File: src/rtl/wb_merge_if.sv
// wb_merge_if: completion-channel requests and register-file write port of wb_merge_stage
interface wb_merge_if #(
   parameter int NUM_CH = 2,
   parameter int XLEN   = 32
);
   localparam int CW = NUM_CH > 1 ? $clog2(NUM_CH) : 1;
   logic                     flush_i;
   logic [NUM_CH-1:0]        ch_valid_i;
   logic [NUM_CH-1:0]        ch_ready_o;
   logic [NUM_CH-1:0]        ch_reg_write_i;
   logic [5*NUM_CH-1:0]      ch_rd_i;
   logic [2*NUM_CH-1:0]      ch_wb_sel_i;
   logic [XLEN*NUM_CH-1:0]   ch_alu_res_i;
   logic [XLEN*NUM_CH-1:0]   ch_mem_data_i;
   logic [XLEN*NUM_CH-1:0]   ch_pc_i;
   logic                     reg_write_o;
   logic [4:0]               rd_addr_o;
   logic [XLEN-1:0]          rd_data_o;
   logic [CW-1:0]            grant_ch_o;
   logic                     idle_o;
   modport master (
      output flush_i, ch_valid_i, ch_reg_write_i, ch_rd_i, ch_wb_sel_i,
             ch_alu_res_i, ch_mem_data_i, ch_pc_i,
      input  ch_ready_o, reg_write_o, rd_addr_o, rd_data_o, grant_ch_o, idle_o
   );
   modport slave (
      input  flush_i, ch_valid_i, ch_reg_write_i, ch_rd_i, ch_wb_sel_i,
             ch_alu_res_i, ch_mem_data_i, ch_pc_i,
      output ch_ready_o, reg_write_o, rd_addr_o, rd_data_o, grant_ch_o, idle_o
   );
endinterface

File: src/rtl/wb_merge_stage.sv
// wb_merge_stage: per-channel writeback FIFOs merged round-robin onto one register-file write port
module wb_merge_stage #(
   parameter int NUM_CH = 2,
   parameter int XLEN   = 32,
   parameter int DEPTH  = 2
) (
   input logic       clk,
   input logic       rst_n,
   wb_merge_if.slave bus
);
   localparam int CW = NUM_CH > 1 ? $clog2(NUM_CH) : 1;
   localparam int PW = $clog2(DEPTH);
   localparam int AW = $clog2(DEPTH + 1);
   logic [NUM_CH-1:0]           enq, deq, ready_nx;
   logic [NUM_CH-1:0][AW-1:0]   cnt, cnt_nx;
   logic [NUM_CH-1:0][4:0]      head_rd;
   logic [NUM_CH-1:0][XLEN-1:0] head_data;
   logic [CW-1:0]               ptr, win;
   logic                        gnt, fire, idle_nx;
   for (genvar k = 0; k < NUM_CH; k++) begin : g_ch
      logic [4:0]      mem_rd   [DEPTH];
      logic [XLEN-1:0] mem_data [DEPTH];
      logic [PW-1:0]   hd, tl;
      logic [AW-1:0]   n;
      logic [1:0]      sel;
      logic [4:0]      rd;
      logic [XLEN-1:0] wdata;
      assign sel   = bus.ch_wb_sel_i[2*k +: 2];
      assign rd    = bus.ch_rd_i[5*k +: 5];
      assign wdata = sel == 2'd0 ? bus.ch_alu_res_i[XLEN*k +: XLEN] :
                     sel == 2'd1 ? bus.ch_mem_data_i[XLEN*k +: XLEN] :
                     sel == 2'd2 ? bus.ch_pc_i[XLEN*k +: XLEN] + XLEN'(4) : '0;
      // non-writing completions are acknowledged without taking a slot
      assign enq[k]      = bus.ch_valid_i[k] & bus.ch_ready_o[k] & bus.ch_reg_write_i[k] &
                           (rd != 5'd0) & ~bus.flush_i;
      assign deq[k]      = fire & (win == CW'(k));
      assign cnt[k]      = n;
      assign cnt_nx[k]   = bus.flush_i ? '0 : n + AW'(enq[k]) - AW'(deq[k]);
      assign ready_nx[k] = cnt_nx[k] != AW'(DEPTH);
      assign head_rd[k]  = mem_rd[hd];
      assign head_data[k] = mem_data[hd];
      always_ff @(posedge clk)
         if (enq[k]) begin
            mem_rd[tl]   <= rd;
            mem_data[tl] <= wdata;
         end
      always_ff @(posedge clk or negedge rst_n)
         if (!rst_n) begin
            hd <= '0;
            tl <= '0;
            n  <= '0;
         end else begin
            hd <= bus.flush_i ? '0 : hd + PW'(deq[k]);
            tl <= bus.flush_i ? '0 : tl + PW'(enq[k]);
            n  <= cnt_nx[k];
         end
   end
   // search starts one past the last winner so every channel is reached within NUM_CH grants
   always_comb begin
      gnt = 1'b0;
      win = '0;
      for (int i = 1; i <= NUM_CH; i++)
         if (!gnt && cnt[(int'(ptr) + i) % NUM_CH] != '0) begin
            gnt = 1'b1;
            win = CW'((int'(ptr) + i) % NUM_CH);
         end
   end
   assign fire    = gnt & ~bus.flush_i;
   assign idle_nx = ~|cnt_nx & ~fire;
   always_ff @(posedge clk or negedge rst_n)
      if (!rst_n) begin
         bus.reg_write_o <= 1'b0;
         bus.rd_addr_o   <= '0;
         bus.rd_data_o   <= '0;
         bus.grant_ch_o  <= '0;
         bus.ch_ready_o  <= '0;
         bus.idle_o      <= 1'b1;
         ptr             <= CW'(NUM_CH - 1);
      end else begin
         bus.reg_write_o <= fire;
         bus.ch_ready_o  <= ready_nx;
         bus.idle_o      <= idle_nx;
         if (fire) begin
            bus.rd_addr_o  <= head_rd[win];
            bus.rd_data_o  <= head_data[win];
            bus.grant_ch_o <= win;
            ptr            <= win;
         end
      end
endmodule

File: src/flat_wrapper.sv
// flat-port wrapper written by rule: the top's interface ports become plain ports
module wb_merge_stage_flat 
#(
   parameter int NUM_CH = 2,
   parameter int XLEN   = 32,
   parameter int DEPTH  = 2
)
  (clk, rst_n, bus_flush_i, bus_ch_valid_i, bus_ch_reg_write_i, bus_ch_rd_i, bus_ch_wb_sel_i, bus_ch_alu_res_i, bus_ch_mem_data_i, bus_ch_pc_i, bus_ch_ready_o, bus_reg_write_o, bus_rd_addr_o, bus_rd_data_o, bus_grant_ch_o, bus_idle_o);
  wb_merge_if #(.NUM_CH(NUM_CH), .XLEN(XLEN)) bus_i ();
  input logic clk;
  input logic rst_n;
  input wire logic [$bits(bus_i.flush_i)-1:0] bus_flush_i;
  input wire logic [$bits(bus_i.ch_valid_i)-1:0] bus_ch_valid_i;
  input wire logic [$bits(bus_i.ch_reg_write_i)-1:0] bus_ch_reg_write_i;
  input wire logic [$bits(bus_i.ch_rd_i)-1:0] bus_ch_rd_i;
  input wire logic [$bits(bus_i.ch_wb_sel_i)-1:0] bus_ch_wb_sel_i;
  input wire logic [$bits(bus_i.ch_alu_res_i)-1:0] bus_ch_alu_res_i;
  input wire logic [$bits(bus_i.ch_mem_data_i)-1:0] bus_ch_mem_data_i;
  input wire logic [$bits(bus_i.ch_pc_i)-1:0] bus_ch_pc_i;
  output wire logic [$bits(bus_i.ch_ready_o)-1:0] bus_ch_ready_o;
  output wire logic [$bits(bus_i.reg_write_o)-1:0] bus_reg_write_o;
  output wire logic [$bits(bus_i.rd_addr_o)-1:0] bus_rd_addr_o;
  output wire logic [$bits(bus_i.rd_data_o)-1:0] bus_rd_data_o;
  output wire logic [$bits(bus_i.grant_ch_o)-1:0] bus_grant_ch_o;
  output wire logic [$bits(bus_i.idle_o)-1:0] bus_idle_o;
  assign bus_i.flush_i = bus_flush_i;
  assign bus_i.ch_valid_i = bus_ch_valid_i;
  assign bus_i.ch_reg_write_i = bus_ch_reg_write_i;
  assign bus_i.ch_rd_i = bus_ch_rd_i;
  assign bus_i.ch_wb_sel_i = bus_ch_wb_sel_i;
  assign bus_i.ch_alu_res_i = bus_ch_alu_res_i;
  assign bus_i.ch_mem_data_i = bus_ch_mem_data_i;
  assign bus_i.ch_pc_i = bus_ch_pc_i;
  assign bus_ch_ready_o = bus_i.ch_ready_o;
  assign bus_reg_write_o = bus_i.reg_write_o;
  assign bus_rd_addr_o = bus_i.rd_addr_o;
  assign bus_rd_data_o = bus_i.rd_data_o;
  assign bus_grant_ch_o = bus_i.grant_ch_o;
  assign bus_idle_o = bus_i.idle_o;
  wb_merge_stage #(.NUM_CH(NUM_CH), .XLEN(XLEN), .DEPTH(DEPTH)) u_core (.clk(clk), .rst_n(rst_n), .bus(bus_i));
endmodule
File: config.mk
export PLATFORM = sky130hd
export DESIGN_NAME = wb_merge_stage_flat
export DESIGN_NICKNAME = d
export VERILOG_FILES = /design/src/rtl/wb_merge_if.sv /design/src/rtl/wb_merge_stage.sv /design/src/flat_wrapper.sv
export SDC_FILE = /design/constraint.sdc
export NUM_CORES = 1
export LEC_CHECK = 0
export CAP_MARGIN = 30
export CELL_PAD_IN_SITES_DETAIL_PLACEMENT = 0
export CELL_PAD_IN_SITES_GLOBAL_PLACEMENT = 1
export CORE_MARGIN = 5
export CORE_UTILIZATION = 35
export CTS_BUF_LIST = sky130_fd_sc_hd__clkbuf_16
export DETAILED_ROUTE_END_ITERATION = 6
export MAX_ROUTING_LAYER = met4
export PLACE_DENSITY_LB_ADDON = 0.05
export SETUP_SLACK_MARGIN = 0.2
export SYNTH_ARGS = -nofsm -noshare
export SYNTH_HDL_FRONTEND = slang
export SYNTH_SLANG_ARGS = --single-unit
File: constraint.sdc
create_clock -name clk -period 2.3 [get_ports clk]
set_input_delay 0.46 -clock clk [delete_from_list [all_inputs] [get_ports clk]]
set_output_delay 0.46 -clock clk [all_outputs]
set_load 0.01 [all_outputs]
==> results of run 1 <==
[registers in the layout, summed over array words and instances (netlist names), 2 cells and up]
signal / cells
u_core.g_ch.mem_data: 128
u_core.bus.ch_ready_o: 2
u_core.g_ch.n: 4
u_core.bus.rd_data_o: 32
u_core.g_ch.tl: 2
u_core.g_ch.mem_rd: 20
u_core.bus.rd_addr_o: 5
u_core.g_ch.hd: 2
[cell type report]
class / instances / area share [%]
Sequential cell: 199 / 38.6
Multi-Input combinational cell: 568 / 29.2
Timing Repair Buffer: 388 / 24.8
Tap cell: 384 / 3.24
Clock buffer: 17 / 2.87
Clock inverter: 15 / 0.801
Inverter: 18 / 0.456
[worst paths after layout]
check | from | endpoint | slack (ns) | depth (start not counted)
worst min-delay path | rst_n | u_core.bus.rd_addr_o[4] | 0.02 | 1
min in group clk | bus_ch_rd_i[3] | u_core.g_ch[0].mem_rd[0][3] | 0.32 | 2
worst max register to register | u_core.g_ch[1].n[1] | u_core.bus.idle_o | 0.21 | 10
worst max-delay path | bus_ch_rd_i[3] | u_core.bus.idle_o | 0.19 | 10
worst min register to register | u_core.bus.grant_ch_o | u_core.bus.grant_ch_o | 0.49 | 2
max in group asynchronous | rst_n | u_core.bus.rd_data_o[9] | 1.60 | 2
[what timing repair did]
item                                    CTS  global route
resized for setup                        36            38
pin swaps                                12            16
buffers inserted                          1             6
gates cloned                              0             1
endpoints found under the setup margin   21            46
[where the power goes]
| part | internal (uW) | switching (uW) | leakage [uW] | total, uW |
|---|---|---|---|---|
| logic | 2210 | 2080 | 0.00330 | 4290 |
| registers | 4450 | 367 | 0.00198 | 4820 |
| clock network | 1410 | 1360 | 0.000269 | 2770 |
| total | 8080 | 3800 | 0.00555 | 11900 |
[cell usage in the layout (no fill, tap or decap), types with 11 or more instances in the layout]
cell type and instances:
sky130_fd_sc_hd__buf_12 12, sky130_fd_sc_hd__buf_4 117, sky130_fd_sc_hd__clkbuf_16 17, sky130_fd_sc_hd__clkdlybuf4s50_1 230
sky130_fd_sc_hd__dfrtp_1 43, sky130_fd_sc_hd__dlygate4sd2_1 11, sky130_fd_sc_hd__edfxtp_1 148, sky130_fd_sc_hd__inv_1 16
sky130_fd_sc_hd__mux2i_1 132, sky130_fd_sc_hd__nand2_1 85, sky130_fd_sc_hd__nand3_1 27, sky130_fd_sc_hd__nand4_1 25
sky130_fd_sc_hd__nor2_1 38, sky130_fd_sc_hd__nor3_1 15, sky130_fd_sc_hd__o211ai_1 21, sky130_fd_sc_hd__o221ai_1 43
sky130_fd_sc_hd__o22ai_1 24, sky130_fd_sc_hd__xnor2_1 13
[routing by layer]
| layer | vias to the layer above | routed length, microns | track usage (%) |
|---|---|---|---|
| met5 | - | 0 | - |
| met4 | 0 | 235 | 3.11 |
| met3 | 15 | 1250 | 2.85 |
| met2 | 191 | 15700 | 31.8 |
| met1 | 3927 | 12100 | 21.7 |
| li1 | 3986 | - | - |
[worst reg2reg max path: cells and delay by family (launching register included)]
kind,cells,cell delay [ns]
and+or+nand+nor,2,0.44
buffers and inverters,3,0.26
adders and majority gates,2,0.43
xor gates and xnor gates,1,0.19
AOI/OAI and AO/OA,2,0.24
DFF,1,0.43
[kinds of logic after synthesis]
group	Yosys count	synth area share, %
mux	138	13.8
compound gates	144	10.8
simple gates	250	12.4
flops	199	56.7
buf+inv	71	2.78
fa+ha+maj	10	1.24
xor+xnor	26	2.26
[per-stage QoR]
stage / area (sq um) / setup slack, ns / std cells
6_report: 14800 / 0.188 / 1589
3_3_place_gp: 14100 / -0.544 / 1549
5_1_grt: 14800 / 0.0774 / 1589
2_1_floorplan: 10100 / 0.0566 / 838
4_1_cts: 14600 / 0.187 / 1582
3_5_place_dp: 14100 / -0.571 / 1549
==> reports/metrics.sh, run 1 <==
STATUS='completed'
CLOCK_SKEW_NS=0.00920
CLOCK_TREE_FROM_TRITONCTS='yes'
YOSYS_WARNINGS=0
IO_BUFFERS=254
SYNTHMOSTINSTANTIATEDCELL='sky130_fd_sc_hd__edfxtp_1'
PLACE.DETAILED.HPWL_MM=22.3
DRT.ANTENNA.VIOLATING_NETS=0
DRT_DRC_VIOLATIONS_LEFT=0
WORSTSETUPSTARTPOINTTYPE='primary input'
BOUNDARYPINS=255
ANTENNA_FOUND_INITIAL=0
HOLD_VIOL=0
SYNTH_ENABLE_FLOP_CELLS=148
CRITICAL_PATH.CELL_CHAIN='buf_2, or4_4, o21ai_4, ha_4, inv_1, ha_2, xor2_2, xnor2_2, a21oi_2, nor4_2'
CTS.CLK_SLEW.WORST_PATHS_NS=0.07
HTREEDEPTH=4
YOSYS.AREA.TOP_TYPE_SHARE_PCT=44.0
POST-ROUTE-MIN-PERIOD_NS=2.11
FINAL-SEQ-AREA_SQ_UM=5730
CRIT_PATH_TOP_DELAY_CELL='sky130_fd_sc_hd__or4_4'
SETUP.WORST_PATH.CLASS='primary input to flip-flop'
MAX_SLEW_HEADROOM_AT_THE_WORST_PIN_PCT=35.7
SYNTH_COMMON_CELLS='sky130_fd_sc_hd__edfxtp_1 (148), sky130_fd_sc_hd__mux2i_1 (132), sky130_fd_sc_hd__nand2_1 (85), sky130_fd_sc_hd__dfrtp_1 (49), sky130_fd_sc_hd__o221ai_1 (45)'
DIODES=0
FILLER_CELL_COUNT=2640
SYNTH.FF_LATCH_COUNT=199
VIAS=8119
SYN_INST=838
POSTSYNTHAREAPERCELL_SQ_UM=12.0
CTS_HOLD_BUFFERS=0
MULTI_INPUT_COMB_AREA_SQ_UM=4330
STATIC-LEAKAGE-POWER_uW=0.00555
DR.PASS1.ITERS=5
MAX-CAP-VIOLATIONS=0
TIMING.CRITICAL_PATH.TO_TYPE='flip-flop'
DIE_W_MICRONS=180
SETUP_VIOLATIONS=0
AREA_GROWTH_FROM_SYNTHESIS_TO_LAYOUT_PCT=47.0
CRITPATHTOPFAMILY='simple AND/OR/NAND/NOR gates'
CTS_MADE_BUFFERS=17
POWER.DENSITY_CELL_AREA_nW_PER_UM2=801
FINAL_NETS=1415
SYNTHTOPCELLSBYAREA='sky130_fd_sc_hd__edfxtp_1 (44%), sky130_fd_sc_hd__mux2i_1 (13%), sky130_fd_sc_hd__dfrtp_1 (12%)'
MAPPEDNETLISTAREA_SQ_UM=10100
SYNTH_SEQUENTIAL_AREA_RATIO_PCT=56.7
SYNTH.NET_COUNT=1061
HOLDCRITPATHCLASS='primary input to async pin'
DRT_ITER0_MARKERS=386
SYNTH_LARGEST_AREA_CELL='sky130_fd_sc_hd__edfxtp_1'
SYNTHFLOPTYPE='sky130_fd_sc_hd__edfxtp_1'
DIE_Y_MICRONS=180
GR-TOTAL-OVERFLOW=0
CTS_MAX_PATH_BUFFERS=2
DIEAREA_SQ_UM=32300
CP.ARRIVAL_NS=2.44
MAX_CLOCK_FREQ_GHz=0.473
GLOBAL_ROUTE.USAGE.TOTAL_PCT=17.8
WP_DATA_REQUIRED_NS=2.63
RSZ0062_AT_GRT='true'
TOTALPOWERFINAL_uW=11900
GLOBALPLACE.CONGESTION=0.833
SLEW_VIOL_FINAL=0
ROUTE.DETAILED.WL_PER_INST_MICRONS=18.4
LARGEST_NET_DEGREE_AT_THE_START_OF_GLOBAL_ROUTING=40
HOLD-WORST-SLACK_NS=0.0186
PLACEABLECOREAREA_SQ_UM=28500
WORST-SLEW-PIN-TRANSITION_NS=0.954
DRIVE_GT1_SHARE_PCT=18.4
WIRE_LENGTH_OF_THE_FIRST_GLOBAL_ROUTING_PASS_MM=45.0
VDD.IR_DROP.WORST_V=0.000519
EFFECTIVE_UTILIZATION_AT_FLOORPLAN_PCT=35.3
SYNTH_CELL_TYPES=53
VIA_DENSITY_PER_INSTANCE=5.11
CRITPATHMAXFANOUT=3
CTS-ROOT-BUF='sky130_fd_sc_hd__clkbuf_16'
CRITICAL_PATH.N_BUFFERS_INVERTERS=2
POST_ROUTE_CLOCK_PERIOD_UTILIZATION_PCT=91.8
FP-ROW-COUNT=62
POSTROUTEWIRELENGTH_MM=29.2
FINAL_CORE_UTILIZATION_PCT=52.0
FIRST_GLOBAL_VIAS=8335
CLOCK_SINK_COUNT=199
SLOWEST_DELAY_NS=0.54
CLOCK_NETWORK_LATENCY_TO_THE_LATER_PIN_OF_THE_WORST_SKEW_PAIR_NS=0.42
PROPORTION_OF_REGISTER_BITS_WITH_ASYNCHRONOUS_SET_OR_RESET_AFTER_SYNTHESIS_PCT=25.6
FINAL.SETUP.TNS_NS=0
(Power assumes the default switching activity.)
==> inputs of run 2 (changes only) <==
- CTS_BUF_LIST: sky130_fd_sc_hd__clkbuf_16 -> not set
- SETUP_SLACK_MARGIN: 0.2 -> 0.02
==> run 2 against run 1 <==
  * Fmax is 7.7% lower
  * Count of clock-buffer cells in the layout is 2 higher
  * Clock skew rose by 0.0034 ns
  * Sequential cell count stayed put
  * Combinational power is 4% lower
  * Sequential power is essentially flat
  * Critical path depth unchanged
  * Critical path type unchanged
  * Worst hold slack better by 0.35 ns
==> reports/metrics.sh, run 2 (synthesis gave the netlist of run 1 again) <==
STATUS='completed'
POWER.DENSITY_CELL_AREA_nW_PER_UM2=805
DETAILEDPLACE.WORSTSLACK_NS=-0.588
WORST-SLEW-PIN-TRANSITION_NS=0.578
POWER_REPORT.INTERNAL_TOTAL_uW=8080
CTS_MADE_BUFFERS=17
BOUNDARYPINS=255
REGISTERS.TOP_BY_FF_COUNT='u_core.g_ch.mem_data'
VIAS=8099
HTREEDEPTH=4
FINAL-SEQ-AREA_SQ_UM=5730
LARGEST_NET_DEGREE_AT_THE_START_OF_GLOBAL_ROUTING=40
LARGESTREGISTERS='u_core.g_ch.mem_data (128), u_core.bus.rd_data_o (32), u_core.g_ch.mem_rd (20)'
CTS-ROOT-BUF='sky130_fd_sc_hd__clkbuf_16'
PLACE.DETAILED.HPWL_MM=22.7
WORSTSETUPSTARTPOINTTYPE='primary input'
HOLDCRITPATHCLASS='primary input to flip-flop'
POST_ROUTE_CLOCK_PERIOD_UTILIZATION_PCT=99.5
CLOCK_SKEW_NS=0.0126
TOTAL_SWITCHING_POWER_uW=3790
STATIC-LEAKAGE-POWER_uW=0.00550
POSTLAYOUTSETUPSLACKWORST_NS=0.0116
RSZ0062_AT_GRT='false'
DRT_ITER0_MARKERS=435
SETUP_VIOLATIONS=0
WIRE_LENGTH_OF_THE_FIRST_GLOBAL_ROUTING_PASS_MM=45.9
MAX-CAP-VIOLATIONS=0
PLACEABLECOREAREA_SQ_UM=28500
FINAL_COMMON_CELL='sky130_fd_sc_hd__clkdlybuf4s50_1'
FILLER_CELL_COUNT=2615
CRITICAL_PATH.CELL_CHAIN='dlygate4sd2_1, or4_4, o21ai_4, ha_1, inv_1, ha_2, xor2_1, xnor2_1, a21oi_1, nor4_1'
DIE_W_MICRONS=180
LAYOUT.CELLS.MOST_COMMON_LIST='sky130_fd_sc_hd__clkdlybuf4s50_1 (243), sky130_fd_sc_hd__edfxtp_1 (148), sky130_fd_sc_hd__mux2i_1 (132)'
GR-TOTAL-OVERFLOW=0
MAX_CLOCK_FREQ_GHz=0.437
LARGEST_REGISTER_FF_COUNT=128
CLOCK_SINK_COUNT=199
SW_FRAC_OF_TOTAL_PCT=31.9
DRT_DRC_VIOLATIONS_LEFT=0
FINALINSTANCEAREA_SQ_UM=14800
DIE_Y_MICRONS=180
VIA_DENSITY_PER_INSTANCE=5.09
MULTI_INPUT_COMB_AREA_SQ_UM=4190
GLOBALPLACE.CONGESTION=0.834
DR.PASS1.ITERS=5
CTS.CLK_SLEW.WORST_PATHS_NS=0.08
SLOWEST_DELAY_NS=0.54
GLOBAL_ROUTE.USAGE.TOTAL_PCT=18.1
CTS_MAX_PATH_BUFFERS=2
CLOCK_NETWORK_LATENCY_TO_THE_LATER_PIN_OF_THE_WORST_SKEW_PAIR_NS=0.43
TIMING.CRITICAL_PATH.TO_TYPE='flip-flop'
CRITPATHMAXFANOUT=3
P_CLK_SHARE_PCT=24.4
IO_BUFFERS=254
POWER.SHARE.COMBINATIONAL_PCT=34.8
CRIT_PATH_TOP_DELAY_CELL='sky130_fd_sc_hd__or4_4'
SLEW_VIOL_FINAL=0
AREA_GROWTH_FROM_SYNTHESIS_TO_LAYOUT_PCT=46.2
TOTALPOWERFINAL_uW=11900
POSTROUTEWIRELENGTH_MM=29.4
FINAL_NETS=1416
EFFECTIVE_UTILIZATION_AT_FLOORPLAN_PCT=35.3
MAX_SLEW_HEADROOM_AT_THE_WORST_PIN_PCT=61.1
FIRST_GLOBAL_VIAS=8419
SETUP.WORST_PATH.CLASS='primary input to flip-flop'
DRIVE_GT1_SHARE_PCT=16.7
DRT.ANTENNA.VIOLATING_NETS=0
CLOCK_TREE_FROM_TRITONCTS='yes'
VDD.IR_DROP.WORST_V=0.000531
DIODES=0
SEQ_POWER_SHARE_PCT=40.8
DIEAREA_SQ_UM=32300
POST-ROUTE-MIN-PERIOD_NS=2.29
DPL-INSTANCE-AREA_SQ_UM=14100
ANTENNA_FOUND_INITIAL=0
ROUTE.DETAILED.WL_PER_INST_MICRONS=18.5
HOLD_VIOL=0
WP_DATA_REQUIRED_NS=2.63
FP-ROW-COUNT=62
CP.ARRIVAL_NS=2.61
-- run 2: cell type report --
cell class	count	area share, %
Timing Repair Buffer	389	25.2
Inverter	18	0.458
Multi-Input combinational cell	568	28.4
Clock buffer	19	3.00
Sequential cell	199	38.8
Clock inverter	13	0.899
Tap cell	384	3.26
-- run 2: path summary, 6_finish.rpt --
kind | start | endpoint | slack [ns] | cells past startpoint
min | bus_ch_rd_i[5] | u_core.g_ch[1].mem_rd[0][0] | 0.37 | 2
min in group asynchronous | rst_n | u_core.g_ch[1].hd | 0.53 | 2
max in group asynchronous | rst_n | u_core.bus.rd_data_o[16] | 1.11 | 3
max reg2reg | u_core.ptr | u_core.bus.idle_o | 0.16 | 10
max | bus_ch_rd_i[4] | u_core.bus.idle_o | 0.01 | 10
min reg2reg | u_core.bus.grant_ch_o | u_core.bus.grant_ch_o | 0.48 | 2
-- run 2: routing by layer --
| metal | routed length (microns) | track usage (%) | part of all wire (%) | vias up |
|---|---|---|---|---|
| met5 | 0 | - | 0 | - |
| met4 | 193 | 2.41 | 0.66 | 0 |
| met3 | 1190 | 3.52 | 4.1 | 11 |
| met2 | 15400 | 31.3 | 53 | 184 |
| met1 | 12600 | 22.8 | 43 | 3909 |
| li1 | - | - | - | 3995 |
-- run 2: power by group through the flow --
| stage | Sequential (uW) | Combinational [uW] | Clock, uW |
|---|---|---|---|
| 4_1_cts | 4850 | 4200 | 2970 |
| 5_1_grt | 4910 | 4500 | 3130 |
| 3_5_place_dp | 4910 | 4140 | 0 |
| 2_1_floorplan | 4910 | 1940 | 0 |
| 3_3_place_gp | 4910 | 4080 | 0 |
| 6_report | 4850 | 4130 | 2890 |
-- run 2: per-stage QoR --
| stage | std cells | TNS (ns) | hold WS (ns) | utilization [%] |
|---|---|---|---|---|
| 2_1_floorplan | 838 | 0 | 0.164 | - |
| 3_3_place_gp | 1553 | -30.07 | 0.448 | 49.3 |
| 3_5_place_dp | 1554 | -32.03 | 0.454 | 49.3 |
| 4_1_cts | 1589 | 0 | 0.447 | 51.5 |
| 5_1_grt | 1590 | 0 | 0.358 | 51.7 |
| 6_report | 1590 | 0 | 0.365 | 51.7 |
-- run 2: worst max-delay path, delay by kind of cell --
family,cells,cell delay (ns)
AOI/OAI and AO/OA,2,0.27
and+or+nand+nor,2,0.79
xor gates and xnor gates,2,0.37
buffers and inverters,2,0.31
adders and majority gates,2,0.40
-- run 2: timing repair --
action,CTS,global route
endpoints found under the setup margin,11,12
hold endpoints to repair,17,0
resized for setup,13,9
hold buffers,1,0
pin swaps,7,4
buffers inserted,2,1
